[src/rtl/ram_arb_pkg.sv]
// ram_arb_pkg: shared types and constants for the RAM arbiter (data types, owner states, rr pointer encoding)
package ram_arb_pkg;
  localparam logic [1:0] DT_WORD = 2'b00;
  localparam logic [1:0] DT_HALF = 2'b01;
  localparam logic [1:0] DT_BYTE = 2'b10;
  localparam logic [1:0] DT_ILL  = 2'b11;
  localparam logic PTR_IF = 1'b0;
  localparam logic PTR_D  = 1'b1;
  typedef enum logic [1:0] {
    OWN_NONE = 2'd0,
    OWN_IF   = 2'd1,
    OWN_D    = 2'd2
  } owner_e;
endpackage

[src/rtl/ram_arb_pick.sv]
// ram_arb_pick: two-input arbiter producing a one-hot grant for the fetch and load/store requesters.
//   in:  req_if, req_d  requests; ptr_q favoured requester on contention (RAM_ARB_RR_EN only)
//   out: gnt_if, gnt_d  one-hot grant; ptr_d next pointer value
//   RAM_ARB_RR_EN defined: alternate on contention; otherwise fixed D > IF.
module ram_arb_pick
  import ram_arb_pkg::*;
(
  input  logic req_if,
  input  logic req_d,
  input  logic ptr_q,
  output logic gnt_if,
  output logic gnt_d,
  output logic ptr_d
);
`ifdef RAM_ARB_RR_EN
  always_comb begin
    gnt_d  = req_d & (~req_if | ptr_q == PTR_D);
    gnt_if = req_if & ~gnt_d;
    // only a contested grant moves the pointer, and it moves to the loser
    ptr_d  = (req_if & req_d) ? (gnt_d ? PTR_IF : PTR_D) : ptr_q;
  end
`else
  always_comb begin
    gnt_d  = req_d;
    gnt_if = req_if & ~req_d;
    ptr_d  = ptr_q;
  end
`endif
endmodule

[src/rtl/ram_arbiter.sv]
// ram_arbiter: shares the single-port data RAM between instruction fetch and load/store with a registered read response.
//   clk, rst (async, active-high)
//   fetch:      if_req, if_addr -> if_gnt, if_rvalid, if_rdata
//   load/store: d_req, d_we, d_type, d_addr, d_wdata -> d_gnt, d_rvalid, d_rdata, d_err
//   RAM side:   ram_write_EN, ram_read_EN, ram_data_type, ram_address, ram_write_data <- ram_read_data
//   Macro RAM_ARB_RR_EN (in ram_arb_pick) selects round-robin instead of fixed D > IF priority.
module ram_arbiter
  import ram_arb_pkg::*;
#(
  parameter int ADDR_W = 32,
  parameter int DATA_W = 32
) (
  input  logic              clk,
  input  logic              rst,
  input  logic              if_req,
  input  logic [ADDR_W-1:0] if_addr,
  output logic              if_gnt,
  output logic              if_rvalid,
  output logic [DATA_W-1:0] if_rdata,
  input  logic              d_req,
  input  logic              d_we,
  input  logic [1:0]        d_type,
  input  logic [ADDR_W-1:0] d_addr,
  input  logic [DATA_W-1:0] d_wdata,
  output logic              d_gnt,
  output logic              d_rvalid,
  output logic [DATA_W-1:0] d_rdata,
  output logic              d_err,
  output logic              ram_write_EN,
  output logic              ram_read_EN,
  output logic [1:0]        ram_data_type,
  output logic [ADDR_W-1:0] ram_address,
  output logic [DATA_W-1:0] ram_write_data,
  input  logic [DATA_W-1:0] ram_read_data
);
  logic   ptr_q, ptr_d;
  logic   err_q, err_d;
  logic   d_ill, d_rd, d_wr;
  owner_e owner_q, owner_d;

  ram_arb_pick u_pick (
    .req_if (if_req),
    .req_d  (d_req),
    .ptr_q  (ptr_q),
    .gnt_if (if_gnt),
    .gnt_d  (d_gnt),
    .ptr_d  (ptr_d)
  );

  always_ff @(posedge clk or posedge rst) begin
    if (rst) begin
      owner_q <= OWN_NONE;
      ptr_q   <= PTR_IF;
      err_q   <= 1'b0;
    end else begin
      owner_q <= owner_d;
      ptr_q   <= ptr_d;
      err_q   <= err_d;
    end
  end

  // an illegal-type grant is accepted but touches nothing in the RAM
  always_comb begin
    d_ill   = d_type == DT_ILL;
    d_rd    = d_gnt & ~d_we & ~d_ill;
    d_wr    = d_gnt & d_we & ~d_ill;
    owner_d = if_gnt ? OWN_IF : d_rd ? OWN_D : OWN_NONE;
    err_d   = d_gnt & d_ill;
  end

  always_comb begin
    ram_write_EN   = d_wr;
    ram_read_EN    = if_gnt | d_rd;
    ram_data_type  = d_gnt ? d_type : DT_WORD;
    ram_address    = d_gnt ? d_addr : if_gnt ? if_addr : '0;
    ram_write_data = d_gnt ? d_wdata : '0;
  end

  assign if_rvalid = owner_q == OWN_IF;
  assign d_rvalid  = owner_q == OWN_D;
  assign if_rdata  = if_rvalid ? ram_read_data : '0;
  assign d_rdata   = d_rvalid ? ram_read_data : '0;
  assign d_err     = err_q;
endmodule
[config.mk]
export PLATFORM = sky130hd
export DESIGN_NAME = ram_arbiter
export DESIGN_NICKNAME = d
export VERILOG_FILES = /design/src/rtl/ram_arb_pkg.sv /design/src/rtl/ram_arb_pick.sv /design/src/rtl/ram_arbiter.sv
export SDC_FILE = /design/constraint.sdc
export NUM_CORES = 1
export LEC_CHECK = 0
export CORE_ASPECT_RATIO = 0.5
export CORE_MARGIN = 8
export CORE_UTILIZATION = 18
export CTS_CLUSTER_SIZE = 40
export DETAILED_ROUTE_END_ITERATION = 12
export PLACE_DENSITY = 0.9
export SLEW_MARGIN = 40
export SYNTH_ARGS = -nofsm -noshare
export SYNTH_HDL_FRONTEND = slang
export SYNTH_SLANG_ARGS = --single-unit
[constraint.sdc]
create_clock -name clk -period 4.1 [get_ports clk]
set_clock_uncertainty 0.2 [all_clocks]
set_input_delay 1.025 -clock clk [delete_from_list [all_inputs] [get_ports clk]]
set_output_delay 1.025 -clock clk [all_outputs]
set_load 0.02 [all_outputs]
### Word-level counts from Yosys, hierarchy flattened

Index checks and enable logic that the tools add are counted.

| cells by class | value |
|---|---|
| $add $sub $neg | 0 |
| $mul | 0 |
| divide/modulo/power cells | 0 |
| $lt $le $gt $ge | 0 |
| eq/ne operators | 3 |
| shift-type cells | 0 |
| multiplexer cells | 8 |
| bitwise operators | 10 |
| reductions and logical operators | 0 |

Operators by type and width:

| cell | count |
|---|---|
| two-way mux 32 bit | 5 |
| AND 1 bit | 6 |
| two-way mux 2 bit | 3 |
| == test 2 bit, second input constant | 2 |
| NOT 1 bit | 3 |
| == test 2 x 1 -> 1 bit, second input constant | 1 |
| bitwise OR 1 bit | 1 |

| storage, ports and cells | value |
|---|---|
| flip-flop bits (word level) | 3 |
| latch bits | 0 |
| RAM bits | 0 |
| memory bits (read-only) | 0 |
| word-level logic and storage cells | 23 |
| memories | 0 |

### Depth between registers and ports, before layout

| depth | value |
|---|---|
| word-level depth | 5 |
| depth in mapped cells | 4 |
| depth with buffers taken out | 2 |

### Modules after synthesis

Synthesis repeated with hierarchy kept, for this count alone.

| second synthesis, totals | value |
|---|---|
| cell total of the unflattened synthesis | 164 |
| area total of the unflattened synthesis | 1,184.9 um^2 |

Modules (own cells, without submodules):

| module | times used | cells each | area each (um^2) | sequential area each (um^2) |
|---|---|---|---|---|
| ram_arbiter | 1 | 161 | 1,156.1 | 100.1 |
| ram_arb_pick | 1 | 3 | 28.8 | 0.0 |

### Least setup slack after synthesis

Ideal clock, no wire load.

| timing path | value |
|---|---|
| kind | input -> output |
| start | in if_req |
| end | out ram_address[23] |
| arrival | 1.699 ns |
| setup slack | 1.176 ns |
| cell stages on the path | 4 |
| path buffers | 2 |
| path through | nor2b_1 > buf_2 > buf_6 > a22o_1 |

| between the ends | value |
|---|---|
| longest elaborated chain between the ends | 3 |

Ends and longest elaborated chain:

| element | RTL line | source |
|---|---|---|
| from (decl) | ram_arbiter.sv:15 | `input logic if_req,` |
| AND 1 bit | ram_arb_pick.sv:25 | `gnt_if = req_if & ~req_d;` |
| net if_gnt | ram_arbiter.sv:17 | `output logic if_gnt,` |
| two-way mux 32 bit (2 in a row) | ram_arbiter.sv:75 | `ram_address = d_gnt ? d_addr : if_gnt ? if_addr : '0;` |
| to (decl) | ram_arbiter.sv:32 | `output logic [ADDR_W-1:0] ram_address,` |

The timed path passes the listed nets, and every way through them passes these cells.

### Worst setup path after layout

| timing path | value |
|---|---|
| start | in if_req |
| end | out ram_address[26] |

| between the ends | value |
|---|---|
| longest elaborated chain between the ends | 3 |

Ends and longest elaborated chain:

| element | RTL line |
|---|---|
| AND 1 bit | ram_arb_pick.sv:25 |
| two-way mux 32 bit (2 in a row) | ram_arbiter.sv:75 |

Every way passes these cells.

==> flow_summary.yaml <==
setup_path:
  required_ns: 2.87
  cp_slowest_cell: "clkdlybuf4s50_1"
  worstSetupPathType: "input port to primary output"
  cp_data_arrival_time_ns: 2.64
  endpoint: "ram_address[26]"
  startpoint_type: "input port"
  cp_cell_sequence: "clkdlybuf4s50_1, nor2b_2, buf_4, a22o_1, clkdlybuf4s50_1"
  path_buf_inv: 3
  cp.depth: 5
  worstSetupStartpoint: "if_req"
  end_kind: "primary output"
  cp_top_family: "buffers and inverters"
  cpPeakStageDelay_ns: 0.63
  cp_max_fo: 11
  cpMostUsedCell: "clkdlybuf4s50_1"
routing:
  first_iter_violations: 53
  first_pass_iters: 4
  routed_via_density: 4.135
  wl_per_cell_um: 18.67
  postRouteAntennaNets: 0
  wirelength_mm: 9.559
  drcViolationCount: 0
  via_count: 2117
synth:
  synth_cells: 161
  syn-num-nets: 296
  yosys_register_bits: 3
  synth-simple-area-share: 0.5695
  synth_top_family_by_area: "simple AND/OR/NAND/NOR gates"
  ys_seq_area_frac: 0.06623
  synth_mux_area_frac: 0
  synth.distinct_cells: 13
  synth_xor_area_frac: 0
  synth_adder_area_share: 0
  syn_avg_cell_area_um2: 7.041
  syn_area_um2: 1134
  synth_warnings: 0
  synth-compound-area-share: 0.2627
grt:
  grt_overflow: 0
  first_global_vias: 2170
  antenna_found_initial: 0
  grt_max_degree: 46
  grt_first_pass_wirelength_mm: 13.65
  grt_usage: 0.1893
floorplanning:
  rows: 20
  die-area_um2: 9247
  fp.dieH_um: 72.12
  pin_count: 272
  fp.coreArea_um2: 6081
  initial_utilization: 0.1864
  fp.dieW_um: 128.2
power:
  p_per_area_nw_per_um2: 157.6
  clkPwrFrac: 0.243
  p_switching_mw: 0.2057
  seq_power_share: 0.051
  intPower_mw: 0.4220
  leakagePower_nw: 1.557
  ir_worst_vdd_v: 0.0001336
  comb_power_share: 0.707
  switching_share: 0.3277
sta:
  setup_ws_ns: 0.2312
  hold_violations: 0
  min_period_ns: 3.869
  slew_headroom: 0.6377
  finalMaxSlewViolations: 0
  tns_ns: 0
  rsz0062_at_grt: "no"
  worst_pin_slew_ns: 0.5423
  setup_viol: 0
  timing.fmax_ghz: 0.2585
  period_share: 0.9436
clock_tree:
  cts_resized: 0
  cts_buffer_depth: 2
  cts_tree: "done"
  cts.clk_slew.worst_paths_ns: 0.03
  ctsHoldBuffers: 0
  post_cts_buffers: 0
  htreeDepth: 1
  cts_buffers: 3
  cts_root_buffer: "clkbuf_16"
  cts_sinks: 3
finish:
  final_common_cell: "clkdlybuf4s50_1"
  diodes: 0
  fillers: 530
  stdcell_area_um2: 3983
  drive_gt1_frac: 0.02830
  finalCoreUtilization: 0.6549
  synthToLayoutAreaGrowth_pct: 251.3
  final_cell_mix: "clkdlybuf4s50_1 (270), and2_1 (98), a22o_1 (32), buf_4 (5)"
  final_net_count: 560
placement:
  place_worst_setup_slack_ns: 0.2351
  hpwl_mm: 8.457
  place_area_um2: 3904
  gp_congestion: 0.8984
  port_buffers: 271
hold_path:
  worst_hold_path_type: "input port to async pin"
run_status:
  status: "complete, no violations"
job:
  cap_viol_max_count: 0
[Yosys cell counts (all sizes together)]
master	instances	area (µm²)
dfrtp	3	75.07
and2	98	613.1
clkbuf	3	11.26
buf	15	96.34
o21bai	1	7.510
a22o	32	280.3
a21bo	1	10.01
and3	1	6.260
nor2	2	7.510
nor2b	3	18.77
inv	2	7.510
[logic make-up (layout without fill, tap and decap cells)]
group,count (synthesis),count (layout)
buf+inv,20,283
flops,3,3
compound gates,34,34
simple gates,104,104
[worst min path at each step]
stage,endpoint,slack (ns),cells past startpoint
floorplan,d_err,0.58,1
global placement,owner_q[1],1.00,2
detailed placement,owner_q[1],1.00,2
CTS,owner_q[1],0.78,2
global route,d_err,0.81,2
finish,owner_q[1],0.77,2
[stage by stage]
stage               total power [mW]  std cells  hold slack, ns
detailed placement            0.4772        508           1.003
global placement              0.4735        508           1.003
CTS                           0.6351        512          0.7787
floorplan                     0.1981        161          0.5786
global route                  0.6581        512          0.8084
finish                        0.6277        512          0.7749
[area by class of cell]
cell class | count | area, µm² | share of cell area
well taps | 88 | 110.1 | 0.02765
clock buffers | 4 | 78.83 | 0.01979
inverters | 2 | 7.507 | 0.001885
flip-flops and latches | 3 | 75.07 | 0.01885
repair buffers | 277 | 2765 | 0.6943
multi-input cells | 138 | 945.9 | 0.2375
[power groups by stage]
stage,Combinational (mW),Sequential [mW],Clock (mW)
after floorplan,0.166,0.0324,0
after global placement,0.442,0.0320,0
after detailed placement,0.445,0.0320,0
after CTS,0.447,0.0317,0.156
after global routing,0.466,0.0318,0.160
final,0.444,0.0317,0.152
[flip-flops by register name, indices dropped and copies added (netlist names)]
register,cells
d_err,1
owner_q,2
[per-layer routing]
metal	share of wire	GRT usage
met1	0.37	0.2073
met2	0.56	0.3770
met3	0.054	0.03436
met4	0.011	0.03003
met5	0	0
Power figures use the tool's default switching activity.
